==> config.mk <==
export PLATFORM = sky130hd
export DESIGN_NAME = qea_host_seq
export DESIGN_NICKNAME = d
export VERILOG_FILES = /design/src/rtl/qea_host_seq.sv
export SDC_FILE = /design/constraint.sdc
export NUM_CORES = 1
export LEC_CHECK = 0
export ABC_AREA = 1
export CORE_AREA = 5 5 375 377
export CTS_BUF_LIST = sky130_fd_sc_hd__clkbuf_4 sky130_fd_sc_hd__clkbuf_8
export DETAILED_ROUTE_END_ITERATION = 6
export DIE_AREA = 0 0 380 382
export SLEW_MARGIN = 30
export SYNTH_ARGS = -nofsm -noshare
export SYNTH_HDL_FRONTEND = slang
export SYNTH_SLANG_ARGS = --single-unit
==> constraint.sdc <==
create_clock -name clk -period 3.9 [get_ports clk]
set_clock_uncertainty 0.1 [all_clocks]
set_input_delay 0.78 -clock clk [delete_from_list [all_inputs] [get_ports clk]]
set_output_delay 0.78 -clock clk [all_outputs]
set_load 0.1 [all_outputs]
==> src/rtl/qea_host_seq.sv <==
// qea_host_seq: hardware job sequencer for QEA ctx/state load, start and readout.
// Define QEA_HOST_CYCLE_CNT_EN to add the o_exec_cycles execution counter.
module qea_host_seq #(
    parameter int PE_NUM                  = 4,
    parameter int STATE_DATA_WIDTH        = 64,
    parameter int STATE_ADDR_WIDTH        = 16,
    parameter int GATE_CONTEXT_DATA_WIDTH = 64,
    parameter int GATE_CONTEXT_ADDR_WIDTH = 16,
    parameter int MAX_QBIT_WIDTH          = 6,
    parameter int RD_LATENCY              = 1
) (
    input  logic                               clk,
    input  logic                               rst,
    input  logic                               i_go,
    input  logic [MAX_QBIT_WIDTH-1:0]          i_qbit_num,
    input  logic [GATE_CONTEXT_ADDR_WIDTH:0]   i_ins_num,
    input  logic                               i_ctx_valid,
    output logic                               o_ctx_ready,
    input  logic [GATE_CONTEXT_DATA_WIDTH-1:0] i_ctx_data,
    output logic                               o_res_valid,
    input  logic                               i_res_ready,
    output logic [PE_NUM*STATE_DATA_WIDTH-1:0] o_res_data,
    output logic                               o_res_last,
    output logic                               o_busy,
    output logic                               o_err,
    output logic                               o_qea_start,
    output logic [MAX_QBIT_WIDTH-1:0]          o_qea_qbit_num,
    output logic                               o_qea_ctx_en,
    output logic                               o_qea_ctx_wea,
    output logic [GATE_CONTEXT_ADDR_WIDTH-1:0] o_qea_ctx_addr,
    output logic [GATE_CONTEXT_DATA_WIDTH-1:0] o_qea_ctx_data,
    output logic                               o_qea_state_ena,
    output logic                               o_qea_state_wea,
    output logic [STATE_ADDR_WIDTH-1:0]        o_qea_state_addra,
    output logic [PE_NUM*STATE_DATA_WIDTH-1:0] o_qea_state_dina,
    input  logic                               i_qea_complete,
    input  logic [PE_NUM*STATE_DATA_WIDTH-1:0] i_qea_state_dout
`ifdef QEA_HOST_CYCLE_CNT_EN
    ,
    output logic [31:0]                        o_exec_cycles
`endif
);

    localparam int SW = PE_NUM * STATE_DATA_WIDTH;
    localparam int CW = STATE_ADDR_WIDTH + 1;
    localparam int IW = GATE_CONTEXT_ADDR_WIDTH + 1;

    // |0...0> amplitude 1.0 in Q2.30 on the real half
    localparam logic [STATE_DATA_WIDTH-1:0] AMP_ONE =
        {2'b01, {(STATE_DATA_WIDTH-2){1'b0}}};

    localparam logic [2:0] S_IDLE  = 3'd0;
    localparam logic [2:0] S_CTX   = 3'd1;
    localparam logic [2:0] S_ST    = 3'd2;
    localparam logic [2:0] S_GAP   = 3'd3;
    localparam logic [2:0] S_START = 3'd4;
    localparam logic [2:0] S_WAIT  = 3'd5;
    localparam logic [2:0] S_RD    = 3'd6;

    logic [2:0]            state;
    logic [IW-1:0]         ins_num;
    logic [IW-1:0]         ctx_cnt;
    logic [CW-1:0]         n_words;
    logic [CW-1:0]         st_cnt;
    logic [CW-1:0]         rd_cnt;
    logic [RD_LATENCY-1:0] rd_pipe;
    logic                  go_ok;
    logic                  go_acc;
    logic                  ctx_acc;
    logic                  rd_issue;
    logic                  res_hs;

    assign go_ok = (i_qbit_num >= MAX_QBIT_WIDTH'(2)) &&
                   ((int'(i_qbit_num) - 2) <= STATE_ADDR_WIDTH);
    assign go_acc  = (state == S_IDLE) && i_go && go_ok;
    assign ctx_acc = (state == S_CTX) && i_ctx_valid;
    assign res_hs  = o_res_valid && i_res_ready;

    // one read in flight: issue only when the pipe and output reg are empty
    assign rd_issue = (state == S_RD) && (rd_pipe == '0) &&
                      !o_res_valid && (rd_cnt < n_words);

    assign o_ctx_ready     = (state == S_CTX);
    assign o_busy          = (state != S_IDLE);
    assign o_qea_start     = (state == S_START);
    assign o_qea_state_wea = (state == S_ST);
    assign o_qea_state_ena = (state == S_ST) || rd_issue;

    always_comb begin
        o_qea_state_addra = '0;
        o_qea_state_dina  = '0;
        if (state == S_ST) begin
            o_qea_state_addra = st_cnt[STATE_ADDR_WIDTH-1:0];
            if (st_cnt == '0)
                o_qea_state_dina[SW-1 -: STATE_DATA_WIDTH] = AMP_ONE;
        end else if (state == S_RD) begin
            o_qea_state_addra = rd_cnt[STATE_ADDR_WIDTH-1:0];
        end
    end

    always_ff @(posedge clk) begin
        if (rst) begin
            state          <= S_IDLE;
            ins_num        <= '0;
            ctx_cnt        <= '0;
            n_words        <= '0;
            st_cnt         <= '0;
            rd_cnt         <= '0;
            rd_pipe        <= '0;
            o_err          <= 1'b0;
            o_res_valid    <= 1'b0;
            o_res_last     <= 1'b0;
            o_res_data     <= '0;
            o_qea_qbit_num <= '0;
            o_qea_ctx_en   <= 1'b0;
            o_qea_ctx_wea  <= 1'b0;
            o_qea_ctx_addr <= '0;
            o_qea_ctx_data <= '0;
        end else begin
            o_err         <= 1'b0;
            o_qea_ctx_en  <= ctx_acc;
            o_qea_ctx_wea <= ctx_acc;
            if (ctx_acc) begin
                o_qea_ctx_addr <= ctx_cnt[GATE_CONTEXT_ADDR_WIDTH-1:0];
                o_qea_ctx_data <= i_ctx_data;
            end
            rd_pipe <= (rd_pipe << 1) | RD_LATENCY'(rd_issue);
            unique case (state)
                S_IDLE: begin
                    if (go_acc) begin
                        o_qea_qbit_num <= i_qbit_num;
                        ins_num <= i_ins_num;
                        n_words <= CW'(1) << (i_qbit_num - MAX_QBIT_WIDTH'(2));
                        ctx_cnt <= '0;
                        st_cnt  <= '0;
                        rd_cnt  <= '0;
                        state   <= (i_ins_num != '0) ? S_CTX : S_ST;
                    end else if (i_go) begin
                        o_err <= 1'b1;
                    end
                end
                S_CTX: begin
                    if (ctx_acc) begin
                        ctx_cnt <= ctx_cnt + 1'b1;
                        if (ctx_cnt + 1'b1 == ins_num)
                            state <= S_ST;
                    end
                end
                S_ST: begin
                    if (st_cnt == n_words - CW'(1)) begin
                        st_cnt <= '0;
                        state  <= S_GAP;
                    end else begin
                        st_cnt <= st_cnt + 1'b1;
                    end
                end
                S_GAP:   state <= S_START;
                S_START: state <= S_WAIT;
                S_WAIT: begin
                    if (i_qea_complete)
                        state <= S_RD;
                end
                S_RD: begin
                    if (rd_issue)
                        rd_cnt <= rd_cnt + 1'b1;
                    if (rd_pipe[RD_LATENCY-1]) begin
                        o_res_valid <= 1'b1;
                        o_res_data  <= i_qea_state_dout;
                        o_res_last  <= (rd_cnt == n_words);
                    end else if (res_hs) begin
                        o_res_valid <= 1'b0;
                        o_res_last  <= 1'b0;
                        if (o_res_last)
                            state <= S_IDLE;
                    end
                end
                default: state <= S_IDLE;
            endcase
        end
    end

`ifdef QEA_HOST_CYCLE_CNT_EN
    always_ff @(posedge clk) begin
        if (rst)
            o_exec_cycles <= '0;
        else if (go_acc)
            o_exec_cycles <= '0;
        else if ((o_qea_start || (state == S_WAIT && !i_qea_complete)) &&
                 (o_exec_cycles != '1))
            o_exec_cycles <= o_exec_cycles + 32'd1;
    end
`endif

endmodule

Word-level counts from Yosys, hierarchy flattened
Cells that the tools add are included.

Register bits: 435. Input port bits: 349. Output and inout port bits: 624. Word-level logic and storage cells: 96.

Add/sub/neg operators: 6. Order comparisons: 3. Equality and inequality tests: 18. Shift-type cells: 1. Muxes and demuxes: 25. Bitwise operators: 2. Reduce and logical (&&, ||, !) cells: 26.

Operator list (number): 17-bit case mux with 2 select lines (3); 17-bit two-way mux (4); 64-bit two-way mux (1); 63-bit two-way mux (1); 17-bit by 1-bit adder with 17-bit output, second input constant (3); 17-bit == test (3); 16-bit two-way mux (2); 3-bit two-way mux (8); 3-bit case mux with 7 select lines (1); 17-bit logical NOT (1); 17-bit < comparator (1); 17-bit nonzero test (1); 1-bit by 6-bit left shift with 17-bit output, first input constant (1); 17-bit by 1-bit subtractor with 17-bit output, second input constant (1); 2-bit inequality test, second input constant (6); 3-bit == test, second input constant (3); 1-bit logical AND (8); 2-bit AND reduction (4); 8-bit AND reduction (1); 2-bit nonzero test (4); 7-bit by 6-bit less-or-equal comparator with 1-bit output, second input constant (1); 6-bit by 2-bit subtractor with 7-bit output, second input constant (1); 3-bit by 2-bit == test with 1-bit output, second input constant (2); 6-bit by 2-bit greater-or-equal comparator with 1-bit output, second input constant (1); other kinds (12) (19).

Depth between registers and ports, before layout
Depth after elaboration: 6. Mapped depth: 17. Depth with buffers taken out: 17.

Worst setup path after synthesis
Ideal clock, no wire load.

Kind: register to output. Start: register state[0]. End: output port o_qea_state_dina[254]. Arrival: 4649 ps. Required time: 3020 ps. Setup slack: -1629 ps. Stages on the path, launching flop included: 6. Path buffers: 0. Cell sequence: dfxtp_1 > inv_1 > nand2_1 > nor2_2 > inv_2 > nor4_1.

Word-level cells in the longest chain between the ends: 2.

Ends and longest elaborated chain: from (decl) (RTL line 60) `logic [2:0] state;`; from (signal assigned) (RTL line 137) `state <= (i_ins_num != '0) ? S_CTX : S_ST;`; 3-bit by 2-bit == test with 1-bit output; named net o_qea_state_wea (RTL line 33) `output logic o_qea_state_wea,`; 64-bit two-way mux (RTL line 92) `if (state == S_ST) begin`; to (decl) (RTL line 35) `output logic [PE_NUM*STATE_DATA_WIDTH-1:0] o_qea_state_dina,`.

The timed path passes the listed nets, and every way through them passes these cells.

Final worst setup path
Start: register n_words[7]. End: output port o_qea_state_ena.

Word-level cells in the longest chain between the ends: 3.

Ends and longest elaborated chain: from (decl) (RTL line 63) `logic [CW-1:0] n_words;`; from (signal assigned) (RTL line 133) `n_words <= CW'(1) << (i_qbit_num - MAX_QBIT_WIDTH'(2));`; 17-bit < comparator (RTL line 81) `!o_res_valid && (rd_cnt < n_words);`; 1-bit logical AND (RTL line 81); 1-bit logical OR (RTL line 87) `assign o_qea_state_ena = (state == S_ST) || rd_issue;`; to (decl) (RTL line 32) `output logic o_qea_state_ena,`.

Every way passes these cells.

==> metrics.md <==
| Metric | Value |
|---|---|
| Outcome | `finished clean` |
| Synth Cell Area | `20200 sq um` |
| Min-Delay Path Depth | `2` |
| Initial antenna violation count | `24` |
| CTS Root Cell | `clkbuf_8` |
| Worst-path clk slew | `0.06 ns` |
| Die Span Y | `382 um` |
| TritonCTS buffer count | `87` |
| Max FO, Critical Path | `6` |
| Relative slew slack | `25.8%` |
| Placeable Area | `137000 sq um` |
| Register bit total from synthesis | `435` |
| Placed insts | `5070` |
| CP Launch Point | `n_words[7]$_SDFFE_PP0P_` |
| Most common flop cell mapped by yosys | `dfxtp_1` |
| Worst-skew pair later-pin latency | `0.74 ns` |
| Sw frac | `41.1%` |
| Critical path arrival | `2.76 ns` |
| Post-Synth XOR/XNOR Area | `1.10%` |
| Clock power share | `36.5%` |
| Routed Antenna Nets | `0` |
| Max-slew violation count | `0` |
| Post-CTS setup buffer count | `0` |
| Warnings, synthesis | `0` |
| WL/cell | `20.2 um` |
| # DRC | `0` |
| CP required | `3.02 ns` |
| Vias | `20.6k` |
| Psw | `0.00597 W` |
| VDD IR max | `240 uV` |
| Starting DRT DRC Count | `1512` |
| Pre-Repair DR Iteration Count | `5` |
| Worst setup endpoint | `o_qea_state_ena` |
| Gr usage total | `13.7%` |
| Overflow after GRT | `0` |
| FF-to-FF Start | `n_words[0]$_SDFFE_PP0P_` |
| Worst Setup End Kind | `output pin` |
| FMAX | `274 MHz` |
| Setup TNS | `0 ns` |
| H-tree Lvls | `3` |
| Die Area | `145000 sq um` |
| Final cell count without fillers | `5233` |
| Compound-Gate Fraction of Synth Area | `13.5%` |
| Nets | `3738` |
| Final WL | `106000 um` |
| Multiplexer area fraction after synthesis | `0%` |
| Clk buf depth | `3` |
| # clock sinks | `435` |
| Setup Slack @ Placement | `0.325 ns` |
| Final Hold Fails | `0` |
| CTS tree | `yes` |
| Kind of critical path | `register to output pin` |
| R2R setup slack | `1.04 ns` |
| Final core occ | `21.7%` |
| GP Congestion | `0.895` |
| Cells after Synth | `2706` |
| Post-synth EDFFs | `0` |
| MaxCap Viol Count | `0` |
| Post-synthesis sequential area ratio | `43.2%` |
| Asr flop ratio synth | `0%` |
| Post-DR vias/cell | `3.94` |
| Hpwl dp | `82000 um` |
| P_leak | `11.2 nW` |
| Reg2reg end | `st_cnt[2]$_SDFFE_PP0P_` |
| Hold WC Path Type | `input port to register` |
| Largest net degree at the start of global routing | `158` |
| Final Power | `0.0145 W` |
| Combinational share of power | `30.4%` |
| Seq pwr share | `33.2%` |
| R2R cell count | `13` |
| Share of layout cells above drive strength 1 | `12.0%` |
| Initial Utilization | `14.7%` |
| Final setup margin | `0.255 ns` |
| Yosys cell types | `47` |
| Row count | `136` |
| Cell Pwr Density | `489 nW/um^2` |
| Internal power | `0.00855 W` |
| Simple-gate share of the synthesized area | `25.2%` |
| Vias in the first global route | `19.5k` |
| Post-synth top area share | `43.2%` |
| Adder-cell share of the synthesized area | `1.49%` |
| Num ports | `973` |
| Yosys top cell by area | `dfxtp_1` |
| Largest family of logic cells by synthesized area | `simple AND/OR/NAND/NOR gates` |
| DIE WIDTH | `380 um` |
| First-pass GRT wire length | `146000 um` |
| Port bufs | `717` |
| Fin crit share | `93.5%` |
| Area delta synth->final | `47.2%` |
| Final Setup Violations | `0` |
| Measured slew at the worst slew-check pin | `1.11 ns` |
| Final worst path period need | `3.64 ns` |
| Synth area leaders | `dfxtp_1, buf_4, nand2_1` |
| Startpoint Class | `register` |
| Post-Syn Area per Cell | `7.45 sq um` |
| RSZ-0062 raised after global routing | `no` |
timing repair:
item,in CTS,in global routing
endpoints found under the setup margin,0,1
gates resized for setup,0,1
endpoints found under the hold margin,0,0
hold buffers,0,0
metal layers:
metal | GRT usage (%) | share of wire (%) | wire length, um | vias up
met5 | 0 | 0.14 | 145 | -
met4 | 4.85 | 3.1 | 3230 | 22
met3 | 4.62 | 8.5 | 8960 | 160
met2 | 23.5 | 49 | 51700 | 882
met1 | 16.0 | 40 | 41900 | 9708
li1 | - | - | - | 9831
power groups by stage:
stage / clock [W] / sequential, W / combinational [W]
3_3_place_gp: 0 / 0.00490 / 0.00439
2_1_floorplan: 0 / 0.00615 / 0.00224
4_1_cts: 0.00555 / 0.00481 / 0.00441
6_report: 0.00530 / 0.00482 / 0.00441
5_1_grt: 0.00572 / 0.00484 / 0.00459
3_5_place_dp: 0 / 0.00490 / 0.00440
state kept, by name, indices dropped and copies added (netlist names), 3 cells and up:
signal / count
o_res_data: 256
o_qea_ctx_data: 64
ctx_cnt: 17
ins_num: 17
n_words: 17
rd_cnt: 17
st_cnt: 17
o_qea_ctx_addr: 16
o_qea_qbit_num: 6
state: 3
through the flow:
| stage | hold WS, ns | area [sq um] |
|---|---|---|
| 6_report | 0.333 | 29700 |
| 5_1_grt | 0.300 | 29700 |
| 4_1_cts | 0.244 | 29700 |
| 3_5_place_dp | 0.352 | 27800 |
| 3_3_place_gp | 0.347 | 27900 |
| 2_1_floorplan | 0.344 | 21100 |
cell usage after synthesis, drive strengths merged, types with 24 or more instances:
master	count
inv	137
o32ai	26
nor2	252
nand2	484
clkbuf	139
dfxtp	435
nand3	333
buf	286
ha	24
a21oi	327
nor3	27
nand4	30
o21ai	136
layout by cell type (no fill, tap or decap), types with 2 or more instances in the layout:
master           netlist  layout
o21ai_2                2       2
nor2_1               230     230
clkbuf_8               0     105
clkdlybuf4s50_1        0     551
nor3_2                 5       5
buf_2                 19      24
clkinvlp_4             0       5
inv_2                 13      13
o22ai_1               15      15
or2_2                  2       2
a21oi_1              326     326
inv_1                124     123
o21ai_0              129     127
nand3_2                2       2
nand2_4                1       2
diode_2                0       8
nor3_1                22      22
clkinv_2               0      11
o31ai_1                2       2
nor2_4                 7       7
bufinv_16              0       4
nand2_1              471     469
buf_4                259     157
xor2_1                15      15
nand4_1               29      29
nand2_2               12      13
ha_1                  24      24
buf_12                 0       8
xnor2_1                6       6
nor2_2                14      14
o21ai_1                5       7
o32ai_1               26      26
nand3_1              331     331
conb_1                 1     255
o21a_1                 2       2
clkbuf_4               0      28
nor4_1                 8       7
nand3b_1               9       9
dfxtp_1              435     434
worst min-delay path by stage:
stage / start / end / slack, ns
6_report: rst / o_res_data[228]$_SDFFE_PP0P_ / 0.33
5_1_grt: rst / o_res_data[228]$_SDFFE_PP0P_ / 0.30
4_1_cts: rst / o_res_data[231]$_SDFFE_PP0P_ / 0.24
3_5_place_dp: o_res_data[73]$_SDFFE_PP0P_ / o_res_data[73]$_SDFFE_PP0P_ / 0.35
3_3_place_gp: o_res_data[103]$_SDFFE_PP0P_ / o_res_data[103]$_SDFFE_PP0P_ / 0.35
2_1_floorplan: ins_num[0]$_SDFFE_PP0P_ / ins_num[0]$_SDFFE_PP0P_ / 0.34
cell type report:
| cell class | instances | area (sq um) |
|---|---|---|
| inverter | 138 | 519 |
| multi-input combinational | 1962 | 9300 |
| timing repair buffer | 741 | 6990 |
| sequential | 435 | 8710 |
| tap | 1794 | 2240 |
| clock inverter | 22 | 244 |
| fill | 15200 | 107000 |
| antenna | 8 | 20.0 |
| clock buffer | 133 | 1660 |
cell families (layout without fill, tap and decap cells):
kind of cell | count (synthesis) | in the layout
AO/OA/AOI/OAI | 513 | 513
AND/OR/NAND/NOR | 1147 | 1147
flip-flops | 435 | 435
buffers and inverters | 563 | 1034
XOR/XNOR | 23 | 23
other | 1 | 263
adder cells (fa/ha/maj) | 24 | 24
critical path, stage by stage, from the launching register on:
cell	delay, ns
dfxtp_1	0.42
inv_1	0.14
ha_1	0.29
inv_1	0.04
nor3_1	0.29
o21ai_0	0.14
nand2_1	0.08
nand2_1	0.06
nand4_2	0.20
nand2_2	0.16
buf_12	0.20
Power figures use the tool's default switching activity.
